<file path="src/rtl/riscv_pkg.sv">
// Shared RV64I pipeline definitions: ALU operations, ALUOp encodings,
// branch funct3 codes and forwarding-source selection.
package riscv_pkg;

   // ALU operations implemented by alu64
   typedef enum logic [2:0] {
      ALU_ADD = 3'd0,
      ALU_SUB = 3'd1,
      ALU_AND = 3'd2,
      ALU_OR  = 3'd3,
      ALU_XOR = 3'd4,
      ALU_SLL = 3'd5,
      ALU_SRL = 3'd6,
      ALU_SRA = 3'd7
   } alu_op_e;

   // ALUOp field coming from the decoder
   localparam logic [1:0] ALUOP_ADD    = 2'b00;
   localparam logic [1:0] ALUOP_BRANCH = 2'b01;
   localparam logic [1:0] ALUOP_FUNCT  = 2'b10;

   // Funct field is {funct7[5], funct3}
   localparam logic [3:0] FN_ADD = 4'b0000;
   localparam logic [3:0] FN_SUB = 4'b1000;
   localparam logic [3:0] FN_AND = 4'b0111;
   localparam logic [3:0] FN_OR  = 4'b0110;
   localparam logic [3:0] FN_XOR = 4'b0100;
   localparam logic [3:0] FN_SLL = 4'b0001;
   localparam logic [3:0] FN_SRL = 4'b0101;
   localparam logic [3:0] FN_SRA = 4'b1101;

   // Branch funct3 codes
   localparam logic [2:0] F3_BEQ  = 3'b000;
   localparam logic [2:0] F3_BNE  = 3'b001;
   localparam logic [2:0] F3_BLT  = 3'b100;
   localparam logic [2:0] F3_BGE  = 3'b101;
   localparam logic [2:0] F3_BLTU = 3'b110;
   localparam logic [2:0] F3_BGEU = 3'b111;

   // Where an EX operand comes from
   typedef enum logic [1:0] {
      FWD_NONE  = 2'd0,
      FWD_EXMEM = 2'd1,
      FWD_MEMWB = 2'd2
   } fwd_sel_e;

   // Map ALUOp/Funct to an ALU operation; anything unrecognised adds.
   function automatic alu_op_e alu_decode(input logic [1:0] alu_op, input logic [3:0] funct);
      alu_op_e op;
      op = ALU_ADD;
      case (alu_op)
         ALUOP_ADD:    op = ALU_ADD;
         ALUOP_BRANCH: op = ALU_SUB;
         ALUOP_FUNCT: begin
            case (funct)
               FN_ADD:  op = ALU_ADD;
               FN_SUB:  op = ALU_SUB;
               FN_AND:  op = ALU_AND;
               FN_OR:   op = ALU_OR;
               FN_XOR:  op = ALU_XOR;
               FN_SLL:  op = ALU_SLL;
               FN_SRL:  op = ALU_SRL;
               FN_SRA:  op = ALU_SRA;
               default: op = ALU_ADD;
            endcase
         end
         default: op = ALU_ADD;
      endcase
      return op;
   endfunction

endpackage

</file>
<file path="src/rtl/alu64.sv">
// 64-bit combinational ALU; shifts use b[5:0], arithmetic wraps.
module alu64
   import riscv_pkg::*;
(
   input  alu_op_e     op,
   input  logic [63:0] a,
   input  logic [63:0] b,
   output logic [63:0] result
);

   logic [5:0] shamt_s;

   assign shamt_s = b[5:0];

   // Compute the selected operation
   always_comb begin
      result = 64'd0;
      case (op)
         ALU_ADD: result = a + b;
         ALU_SUB: result = a - b;
         ALU_AND: result = a & b;
         ALU_OR:  result = a | b;
         ALU_XOR: result = a ^ b;
         ALU_SLL: result = a << shamt_s;
         ALU_SRL: result = a >> shamt_s;
         ALU_SRA: result = $signed(a) >>> shamt_s;
         default: result = a + b;
      endcase
   end

endmodule

</file>
<file path="src/rtl/ex_mem_stage.sv">
// Execute stage plus EX/MEM register: operand forwarding, ALU, branch
// resolution and registration of results and controls for MEM.
module ex_mem_stage
   import riscv_pkg::*;
(
   input  logic        clk,
   input  logic        reset,
   input  logic [63:0] PC_In,
   input  logic [63:0] ReadData1_in,
   input  logic [63:0] ReadData2_in,
   input  logic [63:0] imm_data_in,
   input  logic [4:0]  rs1_in,
   input  logic [4:0]  rs2_in,
   input  logic [4:0]  rd_in,
   input  logic [3:0]  Funct_in,
   input  logic [1:0]  ALUOp_in,
   input  logic [2:0]  f3_in,
   input  logic        MemtoReg_in,
   input  logic        RegWrite_in,
   input  logic        Branch_in,
   input  logic        MemWrite_in,
   input  logic        MemRead_in,
   input  logic        ALUSrc_in,
   input  logic        mem_wb_RegWrite,
   input  logic [4:0]  mem_wb_rd,
   input  logic [63:0] mem_wb_data,
   output logic [63:0] ALU_result_out,
   output logic [63:0] WriteData_out,
   output logic [4:0]  rd_out,
   output logic        MemtoReg_out,
   output logic        RegWrite_out,
   output logic        MemWrite_out,
   output logic        MemRead_out,
   output logic [63:0] branch_target_out,
   output logic        flush
);

   // EX/MEM pipeline registers
   logic [63:0] alu_result_q, alu_result_d;
   logic [63:0] write_data_q, write_data_d;
   logic [4:0]  rd_q, rd_d;
   logic        mem_to_reg_q, mem_to_reg_d;
   logic        reg_write_q, reg_write_d;
   logic        mem_write_q, mem_write_d;
   logic        mem_read_q, mem_read_d;
   logic [63:0] branch_target_q, branch_target_d;
   logic        flush_q, flush_d;

   // Execute-stage combinational signals
   fwd_sel_e    fwd_a_s, fwd_b_s;
   logic [63:0] op_a_s, op_b_fwd_s, alu_b_s, alu_res_s;
   logic        cond_s;
   alu_op_e     alu_op_s;

   // Pick operand sources; EX/MEM wins, but a load result is not yet
   // available there, and x0 is never forwarded.
   always_comb begin
      fwd_a_s = FWD_NONE;
      fwd_b_s = FWD_NONE;
      if (reg_write_q && (rd_q != 5'd0) && (rd_q == rs1_in) && !mem_read_q) begin
         fwd_a_s = FWD_EXMEM;
      end else if (mem_wb_RegWrite && (mem_wb_rd != 5'd0) && (mem_wb_rd == rs1_in)) begin
         fwd_a_s = FWD_MEMWB;
      end else begin
         fwd_a_s = FWD_NONE;
      end
      if (reg_write_q && (rd_q != 5'd0) && (rd_q == rs2_in) && !mem_read_q) begin
         fwd_b_s = FWD_EXMEM;
      end else if (mem_wb_RegWrite && (mem_wb_rd != 5'd0) && (mem_wb_rd == rs2_in)) begin
         fwd_b_s = FWD_MEMWB;
      end else begin
         fwd_b_s = FWD_NONE;
      end
   end

   // Operand muxes; the forwarded B value is also the store data
   always_comb begin
      op_a_s     = ReadData1_in;
      op_b_fwd_s = ReadData2_in;
      case (fwd_a_s)
         FWD_EXMEM: op_a_s = alu_result_q;
         FWD_MEMWB: op_a_s = mem_wb_data;
         default:   op_a_s = ReadData1_in;
      endcase
      case (fwd_b_s)
         FWD_EXMEM: op_b_fwd_s = alu_result_q;
         FWD_MEMWB: op_b_fwd_s = mem_wb_data;
         default:   op_b_fwd_s = ReadData2_in;
      endcase
      alu_b_s  = ALUSrc_in ? imm_data_in : op_b_fwd_s;
      alu_op_s = alu_decode(ALUOp_in, Funct_in);
   end

   alu64 u_alu (
      .op     (alu_op_s),
      .a      (op_a_s),
      .b      (alu_b_s),
      .result (alu_res_s)
   );

   // Branch condition on the forwarded register operands
   always_comb begin
      cond_s = 1'b0;
      case (f3_in)
         F3_BEQ:  cond_s = (op_a_s == op_b_fwd_s);
         F3_BNE:  cond_s = (op_a_s != op_b_fwd_s);
         F3_BLT:  cond_s = ($signed(op_a_s) <  $signed(op_b_fwd_s));
         F3_BGE:  cond_s = ($signed(op_a_s) >= $signed(op_b_fwd_s));
         F3_BLTU: cond_s = (op_a_s <  op_b_fwd_s);
         F3_BGEU: cond_s = (op_a_s >= op_b_fwd_s);
         default: cond_s = 1'b0;
      endcase
   end

   // Next register contents; a wrong-path instruction (flush high) keeps
   // its data but loses every side effect, including its own branch.
   always_comb begin
      alu_result_d    = alu_res_s;
      write_data_d    = op_b_fwd_s;
      rd_d            = rd_in;
      branch_target_d = PC_In + (imm_data_in << 1);
      if (flush_q) begin
         mem_to_reg_d = 1'b0;
         reg_write_d  = 1'b0;
         mem_write_d  = 1'b0;
         mem_read_d   = 1'b0;
         flush_d      = 1'b0;
      end else begin
         mem_to_reg_d = MemtoReg_in;
         reg_write_d  = RegWrite_in;
         mem_write_d  = MemWrite_in;
         mem_read_d   = MemRead_in;
         flush_d      = Branch_in && cond_s;
      end
   end

   // EX/MEM register with synchronous reset overriding everything
   always_ff @(posedge clk) begin
      if (reset) begin
         alu_result_q    <= 64'd0;
         write_data_q    <= 64'd0;
         rd_q            <= 5'd0;
         mem_to_reg_q    <= 1'b0;
         reg_write_q     <= 1'b0;
         mem_write_q     <= 1'b0;
         mem_read_q      <= 1'b0;
         branch_target_q <= 64'd0;
         flush_q         <= 1'b0;
      end else begin
         alu_result_q    <= alu_result_d;
         write_data_q    <= write_data_d;
         rd_q            <= rd_d;
         mem_to_reg_q    <= mem_to_reg_d;
         reg_write_q     <= reg_write_d;
         mem_write_q     <= mem_write_d;
         mem_read_q      <= mem_read_d;
         branch_target_q <= branch_target_d;
         flush_q         <= flush_d;
      end
   end

   assign ALU_result_out    = alu_result_q;
   assign WriteData_out     = write_data_q;
   assign rd_out            = rd_q;
   assign MemtoReg_out      = mem_to_reg_q;
   assign RegWrite_out      = reg_write_q;
   assign MemWrite_out      = mem_write_q;
   assign MemRead_out       = mem_read_q;
   assign branch_target_out = branch_target_q;
   assign flush             = flush_q;

endmodule

</file>
<file path="config.mk">
export PLATFORM = sky130hd
export DESIGN_NAME = ex_mem_stage
export DESIGN_NICKNAME = d
export VERILOG_FILES = /design/src/rtl/riscv_pkg.sv /design/src/rtl/alu64.sv /design/src/rtl/ex_mem_stage.sv
export SDC_FILE = /design/constraint.sdc
export NUM_CORES = 2
export LEC_CHECK = 0
export BUFFER_PORTS_ARGS = -buffer_cell sky130_fd_sc_hd__buf_2
export CAP_MARGIN = 20
export CORE_AREA = 4 4 293 295
export DETAILED_ROUTE_END_ITERATION = 8
export DIE_AREA = 0 0 297 299
export PLACE_DENSITY = 0.66
export RECOVER_POWER = 50
export SYNTH_ARGS = -nofsm -noshare
export SYNTH_HDL_FRONTEND = slang
export SYNTH_HIERARCHICAL = 1
export SYNTH_SLANG_ARGS = --single-unit
</file>
<file path="constraint.sdc">
create_clock -name clk -period 7.95 [get_ports clk]
set_input_delay 0.3975 -clock clk [delete_from_list [all_inputs] [get_ports clk]]
set_output_delay 0.3975 -clock clk [all_outputs]
set_load 0.01 [all_outputs]
</file>
== Word-level counts from Yosys, hierarchy flattened ==
Memory sizes are Yosys's and may differ from the RTL's.
Cells that the tools add are included.
Storage, ports and cells
  register bits after elaboration: 202
  ROM bits: 48
  word-level logic and storage cells: 72
  input bits: 358
  memories kept: 1
  output and inout bits: 202
Memories
  (name not given): words 16, bits a word 3, read ports 1, clocked after memory_dff 0, wr ports 0, RTL line riscv_pkg.sv:55  | case (funct)
Operators by class
  eq/ne operators: 24
  reduce and logical (&&, ||, !) cells: 15
  shift-type cells: 3
  magnitude comparators: 4
  $add $sub $neg: 3
  mux-type cells: 10
  bitwise logic cells: 3
Operators by type and width (count)
  $pmux 64 s8: 1
  $pmux 64 s2: 2
  $add 64x64->64: 2
  $ge 64x64->1: 2
  $lt 64x64->1: 2
  $and 64x64->64: 1
  $eq 64x64->1: 1
  $mux 64: 1
  $ne 64x64->1: 1
  $or 64x64->64: 1
  $shl 64x6->64: 1
  $shr 64x6->64: 1
  $sshr 64x6->64: 1
  $sub 64x64->64: 1
  $xor 64x64->64: 1
  $eq 3x3->1 const B: 8
  $eq 5x5->1: 4
  $reduce_bool 5->1: 2
  $logic_and 1x1->1: 9
  $mux 2: 4
  $eq 2x1->1 const B: 3
  $eq 2x2->1 const B: 3
  $eq 3x1->1 const B: 2
  $eq 3x2->1 const B: 2
  other kinds (5): 6

== Longest topological paths before layout ==
  depth after elaboration: 10
  depth in mapped cells: 33
  gate-level depth less buffers: 27

== Modules after synthesis ==
The synthesis kept the hierarchy.
Modules (own cells, without submodules)
  alu64: seq. area each 0.0 um^2, cells an instance 2539, area an instance 17640.7 um^2, times used 1
  ex_mem_stage: seq. area each 4043.9 um^2, cells an instance 1767, area an instance 13832.0 um^2, times used 1

== Least setup slack after synthesis ==
No wires, ideal clock.
  kind: in2reg
  from: input mem_wb_rd[1]
  to: register alu_result_q[50] (netlist: ALU_result_out[50])
  stages: 31
  required time: 7884 ps
  path slack: 1249 ps
  path buffers: 7
  library setup time: 66 ps
  data arrival time: 6635 ps
  path through: or4_1 o21ai_0 nor4_1 buf_2 mux2i_1 o21ai_0 mux2_2 buf_2 buf_2 buf_4 buf_2 inv_1 ha_1 nand4_1 or3_1 clkbuf_1 nor2_2 a21oi_1 xnor2_1 ha_1 clkbuf_1 nand3_1 nor4_1 nor3b_1 a221o_1 o21ai_0 o31a_1 nor4_1 mux2_2 o21ai_0 nor2b_1
On the way
  longest elaborated chain between the ends: 10
  elaborated cells between the ends (all ways): 26
  classes of those cells: 2 x add/sub; 6 x eq/ne; 3 x shift; 8 x mux; 3 x bitwise; 4 x reduce/logical
RTL lines
  from (decl): RTL line ex_mem_stage.sv:25  | input logic [4:0] mem_wb_rd,
  $reduce_bool 5->1: RTL line ex_mem_stage.sv:69  | end else if (mem_wb_RegWrite && (mem_wb_rd != 5'd0) && (mem_wb_rd == rs2_in)) begin
  $logic_and 1x1->1: RTL line ex_mem_stage.sv:69
  $logic_and 1x1->1 (*): RTL line ex_mem_stage.sv:69
  $mux 2 (*): RTL line ex_mem_stage.sv:69
  $mux 2 (*): RTL line ex_mem_stage.sv:67  | if (reg_write_q && (rd_q != 5'd0) && (rd_q == rs2_in) && !mem_read_q) begin
  $eq 2x2->1 / $eq 2x1->1 (equally long branches): RTL line ex_mem_stage.sv:85  | case (fwd_b_s)
  $pmux 64 s2 (*): RTL line ex_mem_stage.sv:85
  named net op_b_fwd_s[0]: RTL line ex_mem_stage.sv:51  | logic [63:0] op_a_s, op_b_fwd_s, alu_b_s, alu_res_s;
  $mux 64 (*): RTL line ex_mem_stage.sv:90  | alu_b_s = ALUSrc_in ? imm_data_in : op_b_fwd_s;
  named net alu_b_s[0]: RTL line ex_mem_stage.sv:51
  $sub 64x64->64, or another cell as far along: RTL line alu64.sv:20  | ALU_SUB: result = a - b;
  $pmux 64 s8 (*): RTL line alu64.sv:18  | case (op)
  named net alu_res_s[50]: RTL line ex_mem_stage.sv:51
  to (signal assigned): RTL line ex_mem_stage.sv:150  | alu_result_q <= alu_result_d;
  to (decl): RTL line ex_mem_stage.sv:39  | logic [63:0] alu_result_q, alu_result_d;
Mark *: on every way through the listed nets, which the timed path passes. The rest lies on a longest branch.
A chain may end at the register's enable or synchronous reset.

== Worst setup path in the final report ==
  from: register rd_q[1] (netlist: rd_out[1])
  to: register alu_result_q[58] (netlist: ALU_result_out[58])
On the way
  longest elaborated chain between the ends: 10
  elaborated cells between the ends (all ways): 26
  classes of those cells: 2 x add/sub; 6 x eq/ne; 3 x shift; 6 x mux; 3 x bitwise; 6 x reduce/logical
RTL lines
  from (decl): RTL line ex_mem_stage.sv:41  | logic [4:0] rd_q, rd_d;
  from (signal assigned): RTL line ex_mem_stage.sv:152  | rd_q <= rd_d;
  $reduce_bool 5->1: RTL line ex_mem_stage.sv:67
  $logic_and 1x1->1: RTL line ex_mem_stage.sv:67
  $logic_and 1x1->1 (*) (2 in series): RTL line ex_mem_stage.sv:67
  $mux 2 (*): RTL line ex_mem_stage.sv:67
  $eq 2x2->1 / $eq 2x1->1 (equally long branches): RTL line ex_mem_stage.sv:85
  $pmux 64 s2 (*): RTL line ex_mem_stage.sv:85
  $mux 64 (*): RTL line ex_mem_stage.sv:90
  named net alu_b_s[15]: RTL line ex_mem_stage.sv:51
  $sub 64x64->64 / $add 64x64->64 (equally long branches)
  $pmux 64 s8 (*): RTL line alu64.sv:18
  named net alu_res_s[58]: RTL line ex_mem_stage.sv:51
Marked as above.

==> qor.csv <==
metric,value,unit
status,"complete, no violations",
Startpoint Class,flop,
synth unique cells,98,
beginning of the worst hold path,MemtoReg_in,
H-tree Lvls,1,
vias per std cell,6.467,
CP Class,flop to flop,
pin count of the biggest net entering global routing,135,
Initial DRC Count,6000,
"Slowest-stage cell, CP",or4_4,
vias in the first global route,35050,
Post-synth EDFFs,0,
Slew Limit Fails,0,
Hold Buf Count CTS,0,
register area share after synthesis,0.1285,
highest clock rate,131.5,MHz
slowest cell delay on critical path,0.59,ns
GRT overflow,0,
Reg2Reg Depth,27,
drt first pass iters,8,
layout cell share with drive strength beyond 1,0.1752,
syn_area_per_cell,7.309,µm²
final setup TNS,0,ns
Worst-Margin Slew,1.279,ns
most common cell in the netlist,nor2_1,
Async SR Flop Fraction,0,
hpwl dp,148500,µm
Post-CTS Repair Setup Buffers,0,
Mapped Cells,4306,
critical path endpoint category,flop,
DIE HEIGHT,299,µm
number of synthesis warnings,6,
end-of-flow core utilization,0.4443,
clk sinks,202,
Worst-Skew Late Latency,0.56,ns
layout overhead on the synthesized area,17.40,%
drt drc,0,
DR WL/cell,31.39,µm
Hold Crit Endpoint,MemtoReg_out$_SDFF_PP0_,
# rows,106,
VDD IR max,0.09956,mV
worst min-delay path category,input pin to flop,
count of final hold-check violations,0,
Slew HR,0.1380,
RSZ-0062 raised after global routing,no,
Final period util,0.9569,
CTS Root Cell,clkbuf_16,
antenna violations before repair,22,
worst hold path depth,2,
Clock Tree Buf Depth,3,
# port buffers,559,
CP arrival,8.02,ns
Total GRT Usage,0.3923,
clk_skew,0.01362,ns
Clock transition at path regs,0.07,ns
Lkg Pwr,15.59,nW
die width,297,µm
Final setup viols,0,
post-synth top area cell,dfxtp_1,
Max Cap Viol,0,
post-cts sizing count,0,
Crit path required time,8.36,ns
top post-synthesis cells by area,"dfxtp_1 13%, ha_1 13%, mux4_2 9.2%",
Detail Route Antenna Nets,0,
Critical R2R Launch,rd_out[1]$_SDFF_PP0_,
most common flop cell mapped by yosys,dfxtp_1,
GPL Wtd Cong,1.102,
CTS tree,built,
total CTS buffers,25,
initial core utilization,0.3785,
CP max FO,33,
core area,83160,µm²
pwr dens,166.1,nW/µm²
Synth top cells by count,"610 x nor2_1, 433 x a21oi_1, 387 x nand2_1, 361 x o21ai_0, 321 x ha_1",
first-pass GRT wire length,258800,µm
total vias in the final route,38230,
Synth top area share,0.1285,
Post-Route WL,185600,µm
Post-Syn Area,31470,µm²
Syn Nets,4987,
net count reported at finish,5480,
DIE AREA,88800,µm²
Top Ports,560,
min Tclk post-route,7.607,ns
reg2reg end,ALU_result_out[58]$_SDFF_PP0_,
"FF+latch count, synth",202,
R2R Setup Slk,0.34,ns
==> logic make-up (layout without fill, tap and decap cells) <==
kind of cell             Yosys count  in the layout  share of synthesized area
XOR/XNOR                         177            177                    0.04926
other                              0             16                          0
multiplexers                     371            371                     0.1702
buffers and inverters            488            998                    0.05943
flip-flops                       202            202                     0.1285
AO/OA/AOI/OAI                   1330           1330                     0.2627
AND/OR/NAND/NOR                 1414           1414                     0.2007
adder cells (fa/ha/maj)          324            324                     0.1292
==> worst max-delay path, delay by kind of cell (launching register included) <==
| kind | cells | cell delay, ns |
|---|---|---|
| flip-flops | 1 | 0.37 |
| AO/OA/AOI/OAI | 8 | 2.07 |
| buffers and inverters | 5 | 0.96 |
| AND/OR/NAND/NOR | 11 | 3.27 |
| adder cells (fa/ha/maj) | 1 | 0.40 |
| XOR/XNOR | 2 | 0.30 |
==> state kept, by name, indices dropped and copies added, names as in the netlist <==
register	flops
ALU_result_out	64
MemRead_out	1
MemWrite_out	1
MemtoReg_out	1
RegWrite_out	1
WriteData_out	64
branch_target_out	64
flush	1
rd_out	5
==> through the flow <==
| stage | instance area, µm² | hold slack (ns) | setup slack, ns | instances | power, mW |
|---|---|---|---|---|---|
| floorplan | 31470 | 0.5192 | 1.249 | 4306 | 3.331 |
| global placement | 36280 | 0.5683 | 0.005552 | 5848 | 4.796 |
| detailed placement | 36290 | 0.5818 | 0.2314 | 5850 | 4.780 |
| global route | 36930 | 0.04840 | 0.05462 | 5905 | 6.362 |
| finish | 36950 | 0.04066 | 0.3427 | 5912 | 6.137 |
| CTS | 37130 | 0.01178 | 0.4374 | 5894 | 6.021 |
==> how the worst max path moves through the flow <==
stage	startpoint	to	slack [ns]	cells after the start
after floorplan	mem_wb_rd[1]	ALU_result_out[50]$_SDFF_PP0_	1.25	31
after global placement	mem_wb_rd[1]	ALU_result_out[60]$_SDFF_PP0_	0.006	28
after detailed placement	mem_wb_rd[1]	ALU_result_out[58]$_SDFF_PP0_	0.23	29
after CTS	rd_out[1]$_SDFF_PP0_	ALU_result_out[58]$_SDFF_PP0_	0.44	27
after global routing	RegWrite_out$_SDFF_PP0_	ALU_result_out[58]$_SDFF_PP0_	0.05	27
final	rd_out[1]$_SDFF_PP0_	ALU_result_out[58]$_SDFF_PP0_	0.34	27
==> metal layers <==
metal | part of all wire | global-route usage | vias to the layer above
met3 | 0.12 | 0.1012 | 463
met1 | 0.41 | 0.5418 | 18400
met4 | 0.055 | 0.1740 | 8
met2 | 0.41 | 0.5739 | 2702
li1 | - | - | 16660
met5 | 0.00030 | 0 | -
==> area by class of cell <==
type | count | area [µm²]
inverter | 177 | 666.9
timing repair buffer | 777 | 4293
sequential | 202 | 4044
tap | 1080 | 1351
clock buffer | 32 | 691.9
multi-input combinational | 3616 | 25710
antenna | 16 | 40.04
clock inverter | 12 | 150.1
fill | 8742 | 46210
==> cells in the final DEF, fill, tap and decap left out, drive strengths merged, types with 22 or more instances in the layout <==
master | synthesis | final
o211ai | 38 | 38
nand2 | 388 | 388
mux4 | 129 | 129
buf | 78 | 583
o21bai | 32 | 32
o21a | 22 | 22
a21oi | 437 | 437
a21o | 89 | 89
a211oi | 65 | 65
inv | 174 | 174
nor2 | 611 | 611
xor2 | 42 | 42
o31ai | 22 | 22
a221oi | 31 | 31
a31oi | 36 | 36
o21ai | 366 | 366
nand4 | 56 | 56
dfxtp | 202 | 202
xnor2 | 135 | 135
nand3 | 50 | 50
mux2i | 220 | 220
nor2b | 87 | 87
and2 | 23 | 23
nor3 | 83 | 83
ha | 321 | 321
clkbuf | 233 | 226
mux2 | 22 | 22
==> report_power, final <==
part	internal [mW]	switching (mW)	leakage [nW]	total, mW
Combinational	1.28	2.31	13.5	3.59
Clock	0.710	0.518	0.407	1.23
Sequential	1.16	0.162	1.68	1.32
Total	3.15	2.99	15.6	6.14
Power figures use the tool's default switching activity.
